File: config.mk
export PLATFORM = sky130hd
export DESIGN_NAME = mix_add_char_flat
export DESIGN_NICKNAME = d
export VERILOG_FILES = /design/src/rtl/mix_add_char_if.sv /design/src/rtl/mix_add_char.sv /design/src/flat_wrapper.sv
export SDC_FILE = /design/constraint.sdc
export NUM_CORES = 1
export LEC_CHECK = 0
export ABC_AREA = 1
export BUFFER_PORTS_ARGS = -buffer_cell sky130_fd_sc_hd__clkbuf_2
export CORE_MARGIN = 2
export CORE_UTILIZATION = 29
export DETAILED_ROUTE_END_ITERATION = 8
export PLACE_DENSITY_LB_ADDON = 0.3
export SYNTH_ARGS = -nofsm -noshare
export SYNTH_HDL_FRONTEND = slang
export SYNTH_SLANG_ARGS = --single-unit
File: constraint.sdc
create_clock -name clk -period 2.3 [get_ports clk]
set_input_delay 0.575 -clock clk [delete_from_list [all_inputs] [get_ports clk]]
set_output_delay 0.575 -clock clk [all_outputs]
set_load 0.05 [all_outputs]
File: src/rtl/mix_add_char_if.sv
// mix_add_char_if: bundles the add and CHAR handshakes of mix_add_char.
//   add_start/add_in1/add_in2 -> add_stop/add_out/add_overflow
//   char_start/char_in        -> char_stop/char_out
//   master drives starts and operands; slave (the unit) drives results.
interface mix_add_char_if;
    logic        add_start;
    logic [30:0] add_in1;
    logic [30:0] add_in2;
    logic        add_stop;
    logic [30:0] add_out;
    logic        add_overflow;
    logic        char_start;
    logic [29:0] char_in;
    logic        char_stop;
    logic [59:0] char_out;

    modport master (
        output add_start, add_in1, add_in2, char_start, char_in,
        input  add_stop, add_out, add_overflow, char_stop, char_out
    );

    modport slave (
        input  add_start, add_in1, add_in2, char_start, char_in,
        output add_stop, add_out, add_overflow, char_stop, char_out
    );
endinterface

File: src/rtl/mix_add_char.sv
// mix_add_char: MIX signed-magnitude adder and binary-to-CHAR converter.
//   clk   : rising-edge clock
//   reset : synchronous active-high reset, aborts both units
//   bus   : add path (start, two 31-bit MIX words -> stop, sum, overflow)
//           char path (start, 30-bit magnitude -> stop, ten 6-bit codes)
// The two units share nothing and run concurrently.
module mix_add_char (
    input  logic             clk,
    input  logic             reset,
    mix_add_char_if.slave    bus
);
    typedef enum logic [1:0] {A_IDLE, A_LOAD, A_CALC} add_state_t;
    typedef enum logic [1:0] {C_IDLE, C_SHIFT, C_OUT} char_state_t;

    add_state_t  add_state, add_next;
    char_state_t char_state, char_next;

    logic        add_load, add_fire;
    logic [30:0] op1, op2;
    logic [30:0] add_res;
    logic        add_ovf;
    logic [30:0] add_out_q;
    logic        add_ovf_q, add_stop_q;

    logic        c_load, c_shift, c_fire;
    logic [29:0] bin;
    logic [39:0] bcd, bcd_adj;
    logic [4:0]  cnt;
    logic [59:0] codes;
    logic [59:0] char_out_q;
    logic        char_stop_q;

    assign bus.add_stop     = add_stop_q;
    assign bus.add_out      = add_out_q;
    assign bus.add_overflow = add_ovf_q;
    assign bus.char_stop    = char_stop_q;
    assign bus.char_out     = char_out_q;

    always_ff @(posedge clk) begin
        if (reset) begin
            add_state  <= A_IDLE;
            char_state <= C_IDLE;
        end else begin
            add_state  <= add_next;
            char_state <= char_next;
        end
    end

    // Operands are captured one cycle after the start pulse, result one cycle later.
    always_comb begin
        add_next = add_state;
        add_load = 1'b0;
        add_fire = 1'b0;
        case (add_state)
            A_IDLE: add_next = bus.add_start ? A_LOAD : A_IDLE;
            A_LOAD: begin
                add_load = 1'b1;
                add_next = A_CALC;
            end
            A_CALC: begin
                add_fire = 1'b1;
                add_next = A_IDLE;
            end
            default: add_next = A_IDLE;
        endcase
    end

    // Signed-magnitude add; a zero difference keeps the sign of the augend.
    always_comb begin
        logic [30:0] s;
        s = {1'b0, op1[29:0]} + {1'b0, op2[29:0]};
        add_ovf = 1'b0;
        if (op1[30] == op2[30]) begin
            add_res = {op1[30], s[29:0]};
            add_ovf = s[30];
        end else if (op2[29:0] > op1[29:0]) begin
            add_res = {op2[30], op2[29:0] - op1[29:0]};
        end else begin
            add_res = {op1[30], op1[29:0] - op2[29:0]};
        end
    end

    always_ff @(posedge clk) begin
        if (reset) begin
            op1        <= '0;
            op2        <= '0;
            add_out_q  <= '0;
            add_ovf_q  <= 1'b0;
            add_stop_q <= 1'b0;
        end else begin
            add_stop_q <= add_fire;
            if (add_load) begin
                op1 <= bus.add_in1;
                op2 <= bus.add_in2;
            end
            if (add_fire) begin
                add_out_q <= add_res;
                add_ovf_q <= add_ovf;
            end
        end
    end

    // CHAR: load, 30 shift cycles, one publish cycle -> stop 31 cycles after start.
    always_comb begin
        char_next = char_state;
        c_load    = 1'b0;
        c_shift   = 1'b0;
        c_fire    = 1'b0;
        case (char_state)
            C_IDLE: begin
                c_load    = bus.char_start;
                char_next = bus.char_start ? C_SHIFT : C_IDLE;
            end
            C_SHIFT: begin
                c_shift   = 1'b1;
                char_next = (cnt == 5'd29) ? C_OUT : C_SHIFT;
            end
            C_OUT: begin
                c_fire    = 1'b1;
                char_next = C_IDLE;
            end
            default: char_next = C_IDLE;
        endcase
    end

    // Double-dabble correction: digits of 5 or more get +3 before each shift.
    always_comb begin
        bcd_adj = '0;
        codes   = '0;
        for (int i = 0; i < 10; i++) begin
            bcd_adj[4*i +: 4] = (bcd[4*i +: 4] >= 4'd5) ? bcd[4*i +: 4] + 4'd3 : bcd[4*i +: 4];
            codes[6*i +: 6]   = 6'd30 + {2'b00, bcd[4*i +: 4]};
        end
    end

    // char_out only changes in the publish cycle, so partial BCD never leaks out.
    always_ff @(posedge clk) begin
        if (reset) begin
            bin         <= '0;
            bcd         <= '0;
            cnt         <= '0;
            char_out_q  <= '0;
            char_stop_q <= 1'b0;
        end else begin
            char_stop_q <= c_fire;
            if (c_load) begin
                bin <= bus.char_in;
                bcd <= '0;
                cnt <= '0;
            end
            if (c_shift) begin
                bcd <= {bcd_adj[38:0], bin[29]};
                bin <= {bin[28:0], 1'b0};
                cnt <= cnt + 5'd1;
            end
            if (c_fire) char_out_q <= codes;
        end
    end
endmodule

File: src/flat_wrapper.sv
// flat-port wrapper written by rule: the top's interface ports become plain ports
module mix_add_char_flat 
  (clk, reset, bus_add_start, bus_add_in1, bus_add_in2, bus_char_start, bus_char_in, bus_add_stop, bus_add_out, bus_add_overflow, bus_char_stop, bus_char_out);
  mix_add_char_if bus_i ();
  input  logic clk;
  input  logic reset;
  input wire logic [$bits(bus_i.add_start)-1:0] bus_add_start;
  input wire logic [$bits(bus_i.add_in1)-1:0] bus_add_in1;
  input wire logic [$bits(bus_i.add_in2)-1:0] bus_add_in2;
  input wire logic [$bits(bus_i.char_start)-1:0] bus_char_start;
  input wire logic [$bits(bus_i.char_in)-1:0] bus_char_in;
  output wire logic [$bits(bus_i.add_stop)-1:0] bus_add_stop;
  output wire logic [$bits(bus_i.add_out)-1:0] bus_add_out;
  output wire logic [$bits(bus_i.add_overflow)-1:0] bus_add_overflow;
  output wire logic [$bits(bus_i.char_stop)-1:0] bus_char_stop;
  output wire logic [$bits(bus_i.char_out)-1:0] bus_char_out;
  assign bus_i.add_start = bus_add_start;
  assign bus_i.add_in1 = bus_add_in1;
  assign bus_i.add_in2 = bus_add_in2;
  assign bus_i.char_start = bus_char_start;
  assign bus_i.char_in = bus_char_in;
  assign bus_add_stop = bus_i.add_stop;
  assign bus_add_out = bus_i.add_out;
  assign bus_add_overflow = bus_i.add_overflow;
  assign bus_char_stop = bus_i.char_stop;
  assign bus_char_out = bus_i.char_out;
  mix_add_char u_core (.clk(clk), .reset(reset), .bus(bus_i));
endmodule
==> impl_metrics.toml, run 1 <==
[yosys]
avgSynthCellArea_um2 = 6.538
synthFlopType = "dfxtp_1"
synth_area_um2 = 16330
synth_edf_count = 0
synth.distinct_cells = 50
synthMuxAreaShare_pct = 0
ys_top_cells_by_area = "dfxtp_1 29%, nand2_1 16%, ha_1 12%"
synth_seq_area_share_pct = 28.81
synthCells = 2498
synth_top_family_by_area = "simple AND/OR/NAND/NOR gates"
synth_xor_area_share_pct = 2.513
synth_top_cell_by_area = "dfxtp_1"
synth_nets = 2753
synth_top_cell_area_share_pct = 28.81
synth-async-reset-ratio_pct = 0
synth-simple-area-share_pct = 28.12
synth_adder_area_share_pct = 12.32
yosys_warnings = 0
synth-seq-cells = 235
synth_compound_area_share_pct = 17.44

[floorplanning]
ioPinCount = 190
dieArea_um2 = 58230
die_h_um = 241.3
rows = 86
start_util_pct = 29.47
core_um2 = 55420
die_w_um = 241.3

[critical_path]
arrival_ns = 2.72
end_kind = "flop"
r2r_start = "u_core.op2[0]"
crit_fanout = 3
crit_top_cell = "nand2_1"
cp_slowest_cell = "fa_1"
reg2reg_depth = 15
crit_start = "u_core.op2[0]"
worstSetupPathType = "flop to flop"
cp_cell_sequence = "ha_2 -> inv_1 -> fa_1 -> inv_1 -> nand3_1 -> nand2_2 -> nand2_1 -> nand2_2 -> nand2_1 -> nand2_4 -> xor2_1 -> buf_4 -> o21ai_0 -> nand2_1 -> nand2_1"
max_stage_delay_ns = 0.38
crit_required_ns = 2.77
start_kind = "flop"

[cts]
cts_num_sinks = 235
cts_buffer_depth = 3
cts_tree = "yes"
cts-root-buf = "clkbuf_16"
clk_latency_ns = 0.57
cts_buffers = 28
h-tree-depth = 1
hold_buffers = 0
clk_pin_slew_worst_paths_ns = 0.06

[place]
gp_congestion = 0.9910
io_buffer_count = 189
post_dp_cell_area_um2 = 19770
hpwlAfterDp_mm = 46.04
place_inst = 3590

[timing]
fin_crit_ns = 2.251
rsz0062_at_grt = "yes"
setup_violations = 0
max_slew_margin_pct = 52.15
clock-skew-final_ns = 0.01504
tightest_slew_ns = 0.7170
report.final.slew_viol_count = 0
hold_viol = 0
fin_crit_sh_pct = 97.85
max_clock_freq_ghz = 0.4443

[global_routing]
grt.total_usage_pct = 19.52
grt_pass1_wl_mm = 89.51
overflow = 0
grt_max_degree = 101
first_global_vias = 16480
antenna_found_initial = 12

[layout]
instances_no_fill = 3657
nets = 3141
final_cell_mix = "657 x nand2_1, 313 x inv_1, 257 x a21oi_1, 257 x buf_4, 227 x dfxtp_1"
layout_commonest_cell = "nand2_1"
fill_cells = 5922
stdcell_area_um2 = 21650
synthToLayoutAreaGrowth_pct = 32.54
drive_above_1_share_pct = 24.12

[power_and_ir_drop]
p_leak_nw = 10.18
powerDensity_nw_per_um2 = 667.3
vdd_drop_max_uv = 602.5
finalPower_mw = 14.45

[route]
first_pass_iters = 7
vias = 17130
wl_per_cell_um = 15.96
drtIter0Drc = 1240
drc = 0
drt-total-wl_mm = 58.35
vias_per_cell = 4.684
antenna_left = 0

[status]
status = "finished, final reports clean"

[worst_hold_path]
worstHoldPathType = "input port to flop"
hold_path.startpoint = "bus_add_in2[29]"
hold_depth = 3

[job]
cap_violations = 0
==> state kept, by name, summed over array words and instances, names as in the netlist <==
name                     flops
u_core.bus.char_out         60
u_core.char_state            2
u_core.cnt                   5
u_core.op2                  31
u_core.bus.add_overflow      1
u_core.op1                  31
u_core.add_state             2
u_core.bus.add_out          31
u_core.bin                  30
u_core.bus.add_stop          1
u_core.bus.char_stop         1
u_core.bcd                  40
==> layout make-up <==
type,count,area [µm²],share of cell area (%)
Antenna cell,3,7.507,0.03468
Clock buffer,37,795.8,3.676
Clock inverter,13,177.7,0.8208
Inverter,325,1254,5.792
Multi-Input combinational cell,1831,10560,48.78
Sequential cell,235,4715,21.78
Tap cell,748,935.9,4.323
Timing Repair Buffer,463,3179,14.69
Timing Repair inverter,2,22.52,0.1040
==> where the power goes <==
| part | switching [mW] | internal [mW] |
|---|---|---|
| registers | 0.106 | 4.22 |
| logic | 3.26 | 2.12 |
| clock network | 1.86 | 2.87 |
==> per-stage QoR <==
| step | hold WS (ns) | utilization, % | TNS [ns] | worst slack (ns) |
|---|---|---|---|---|
| floorplan | 0.4396 | - | 0 | 0.2013 |
| global placement | 0.4493 | 35.68 | -0.9338 | -0.1310 |
| detailed placement | 0.4518 | 35.68 | -1.033 | -0.1404 |
| CTS | 0.2267 | 37.52 | 0 | 0.007184 |
| global route | 0.2377 | 39.05 | -0.2802 | -0.1278 |
| finish | 0.2497 | 39.06 | 0 | 0.04936 |
==> critical path: cells and delay by family, from the launching register on <==
| family | cells | cell delay [ns] |
|---|---|---|
| fa+ha+maj | 2 | 0.56 |
| simple gates | 8 | 0.70 |
| xor+xnor | 1 | 0.18 |
| flops | 1 | 0.35 |
| buf+inv | 3 | 0.28 |
| compound gates | 1 | 0.06 |
==> synthesized netlist by cell type, types with 4 or more instances <==
cell and number:
nand2_1 686, inv_1 319, a21oi_1 275, dfxtp_1 235, o21ai_0 179, nand3_1 160, ha_1 156, nor2_1 147
clkbuf_1 63, a31oi_1 37, xor2_1 36, nand4_1 32, o21bai_1 18, buf_2 17, buf_4 16, nand2_2 14
nor3_1 14, o21ai_1 10, xnor2_1 9, nor2_2 7, buf_1 6, a21oi_2 5, buf_6 5, nand2_4 5
inv_2 4, nand3_2 4, nor2_4 4, or2_2 4
==> repair_timing <==
action | in CTS | in global routing
pin swaps | 0 | 22
setup endpoints to repair | 23 | 31
setup buffers | 0 | 8
cloned | 0 | 6
resized for setup | 19 | 167
hold endpoints to repair | 0 | 0
==> worst paths after layout <==
kind,end,slack [ns]
min reg2reg,u_core.bcd[39],0.46
max reg2reg,u_core.bus.add_out[12],0.05
max,u_core.bus.add_out[12],0.05
min,u_core.op2[29],0.25
==> routing by layer <==
layer  share of wire [%]  wire [µm]  vias up  GRT usage (%)
met3                 7.9       4603      141          4.854
met2                  45      26190      487          32.26
met4                 3.7       2166       18          6.510
met5                0.21        120        -              0
met1                  43      25270     7650          24.76
li1                    -          -     8835              -
==> cells by family (layout without fill, tap and decap cells) <==
group           after synthesis  after routing
compound gates              538            538
xor+xnor                     46             46
fa+ha+maj                   159            159
buf+inv                     433            840
flops                       235            235
other cells                   0              3
simple gates               1087           1088
No activity file was read; power rests on OpenSTA's default activity.
==> run 2, diff against run 1 <==
--- a/config.mk
+++ b/config.mk
@@ -7,10 +7,11 @@
 export LEC_CHECK = 0
 export ABC_AREA = 1
 export BUFFER_PORTS_ARGS = -buffer_cell sky130_fd_sc_hd__clkbuf_2
+export CAP_MARGIN = 20
 export CORE_MARGIN = 2
 export CORE_UTILIZATION = 29
 export DETAILED_ROUTE_END_ITERATION = 8
-export PLACE_DENSITY_LB_ADDON = 0.3
+export PLACE_DENSITY = 0.57
 export SYNTH_ARGS = -nofsm -noshare
 export SYNTH_HDL_FRONTEND = slang
 export SYNTH_SLANG_ARGS = --single-unit
==> run 2 against run 1 <==
Setup slack better by 0.076 ns. Sequential power about the same. Clock skew up 0.0069 ns. Critical path type unchanged.
==> impl_metrics.toml, run 2 (synthesized netlist as in run 1, its figures left out) <==
[place]
post_dp_cell_area_um2 = 19940
hpwlAfterDp_mm = 47.93
dp_slack_ns = -0.2188
place_inst = 3615
gp_congestion = 0.9734
io_buffer_count = 189

[timing]
rsz0062_at_grt = "yes"
whs_ns = 0.2323
max_slew_margin_pct = 51.02
max_clock_freq_ghz = 0.4599
tightest_slew_ns = 0.7339
report.final.slew_viol_count = 0
fin_crit_sh_pct = 94.54
fin_crit_ns = 2.174
setup_violations = 0
hold_viol = 0
fin_setup_tns_ns = 0
fin_ws_ns = 0.1256
clock-skew-final_ns = 0.02189

[route]
drtIter0Drc = 1014
antenna_left = 0
vias = 17330
drt-total-wl_mm = 60.19
first_pass_iters = 7
drc = 0
vias_per_cell = 4.714
wl_per_cell_um = 16.37

[cts]
cts-root-buf = "clkbuf_16"
cts_tree = "yes"
cts_buffers = 30
clk_pin_slew_worst_paths_ns = 0.07
cts_buffer_depth = 3
clk_latency_ns = 0.58
cts_num_sinks = 235
h-tree-depth = 1

[floorplanning]
core_um2 = 55420
ioPinCount = 190
start_util_pct = 29.47
rows = 86
die_h_um = 241.3
dieArea_um2 = 58230
die_w_um = 241.3

[critical_path]
cp_slowest_cell = "dfxtp_2"
r2r_start = "u_core.op1[0]"
arrival_ns = 2.65
crit_start = "u_core.op1[0]"
max_stage_delay_ns = 0.34
crit_top_cell = "nand2_1"
start_kind = "flop"
worstSetupPathType = "flop to flop"
end_kind = "flop"
path_buf_inv = 2
crit_required_ns = 2.78
cp_cell_sequence = "ha_2 -> inv_1 -> fa_2 -> inv_1 -> nand3_1 -> nand2_2 -> nand2_1 -> nand2_1 -> nand2_1 -> nand2_2 -> nand2_1 -> nand2_1 -> nand2_1 -> nand2_1 -> o21ai_0 -> nand2_1 -> nand2_1"
crit_fanout = 3
critPathTopFamily = "simple AND/OR/NAND/NOR gates"

[layout]
utilization_pct = 39.03
instances_no_fill = 3676
fill_cells = 6026
stdcell_area_um2 = 21630
synthToLayoutAreaGrowth_pct = 32.42
final_cell_mix = "657 x nand2_1, 311 x inv_1, 284 x buf_4"
drive_above_1_share_pct = 25.09
largest_reg_flops = 60
nets = 3159
layout_commonest_cell = "nand2_1"

[job]
cap_violations = 0

[power_and_ir_drop]
power_frac_clock_pct = 33.2
p_seq_share_pct = 30.2
p_leak_nw = 10.22
internal-power_mw = 9.060
power_switching_mw = 5.285
pwr-share-comb_pct = 36.6
powerDensity_nw_per_um2 = 663.3
finalPower_mw = 14.34
vdd_drop_max_uv = 534.8
swShare_pct = 36.84

[global_routing]
grt_max_degree = 86
grt.total_usage_pct = 20.52
overflow = 0
antenna_found_initial = 15
first_global_vias = 17010
grt_pass1_wl_mm = 93.26

[status]
status = "finished, final reports clean"

[worst_hold_path]
worstHoldPathType = "input port to flop"
hold_path.startpoint = "bus_add_in2[29]"
run 2: power groups by stage:
| stage | Clock [mW] | Combinational, mW | Sequential [mW] |
|---|---|---|---|
| 2_1_floorplan | 0 | 2.72 | 4.47 |
| 3_3_place_gp | 0 | 4.89 | 4.41 |
| 3_5_place_dp | 0 | 4.87 | 4.41 |
| 4_1_cts | 4.92 | 4.91 | 4.32 |
| 5_1_grt | 5.08 | 5.72 | 4.35 |
| 6_report | 4.76 | 5.25 | 4.33 |
run 2: cell type report:
| cell class | instances | area, µm² | area share (%) |
|---|---|---|---|
| clock buffer | 44 | 904.6 | 4.183 |
| timing repair buffer | 482 | 3238 | 14.97 |
| clock inverter | 10 | 86.33 | 0.3992 |
| antenna | 2 | 5.005 | 0.02314 |
| tap | 748 | 935.9 | 4.327 |
| multi-input combinational | 1830 | 10500 | 48.57 |
| inverter | 325 | 1244 | 5.751 |
| sequential | 235 | 4710 | 21.78 |
run 2: timing repair:
action,in CTS,in global routing
pin swaps,0,21
resized for setup,17,168
setup endpoints to repair,21,31
buffers inserted,0,5
hold buffers,0,0
run 2: path summary, 6_finish.rpt:
path	end	slack [ns]	cells past startpoint
max	u_core.bus.add_out[14]	0.13	17
min	u_core.op2[29]	0.23	3
max reg2reg	u_core.bus.add_out[14]	0.13	17
min reg2reg	u_core.bus.char_out[19]	0.46	2
run 2: worst min-delay path, delay by kind of cell:
family                 cells  cell delay, ns
AND/OR/NAND/NOR            2            0.12
buffers and inverters      1            0.08
run 2: per-layer routing:
| layer | global-route usage, % | vias up | share of wire, % |
|---|---|---|---|
| met5 | 0 | - | 0.28 |
| li1 | - | 8861 | - |
| met2 | 33.68 | 445 | 44 |
| met3 | 5.025 | 135 | 7.1 |
| met4 | 6.341 | 26 | 3.2 |
| met1 | 26.45 | 7862 | 45 |
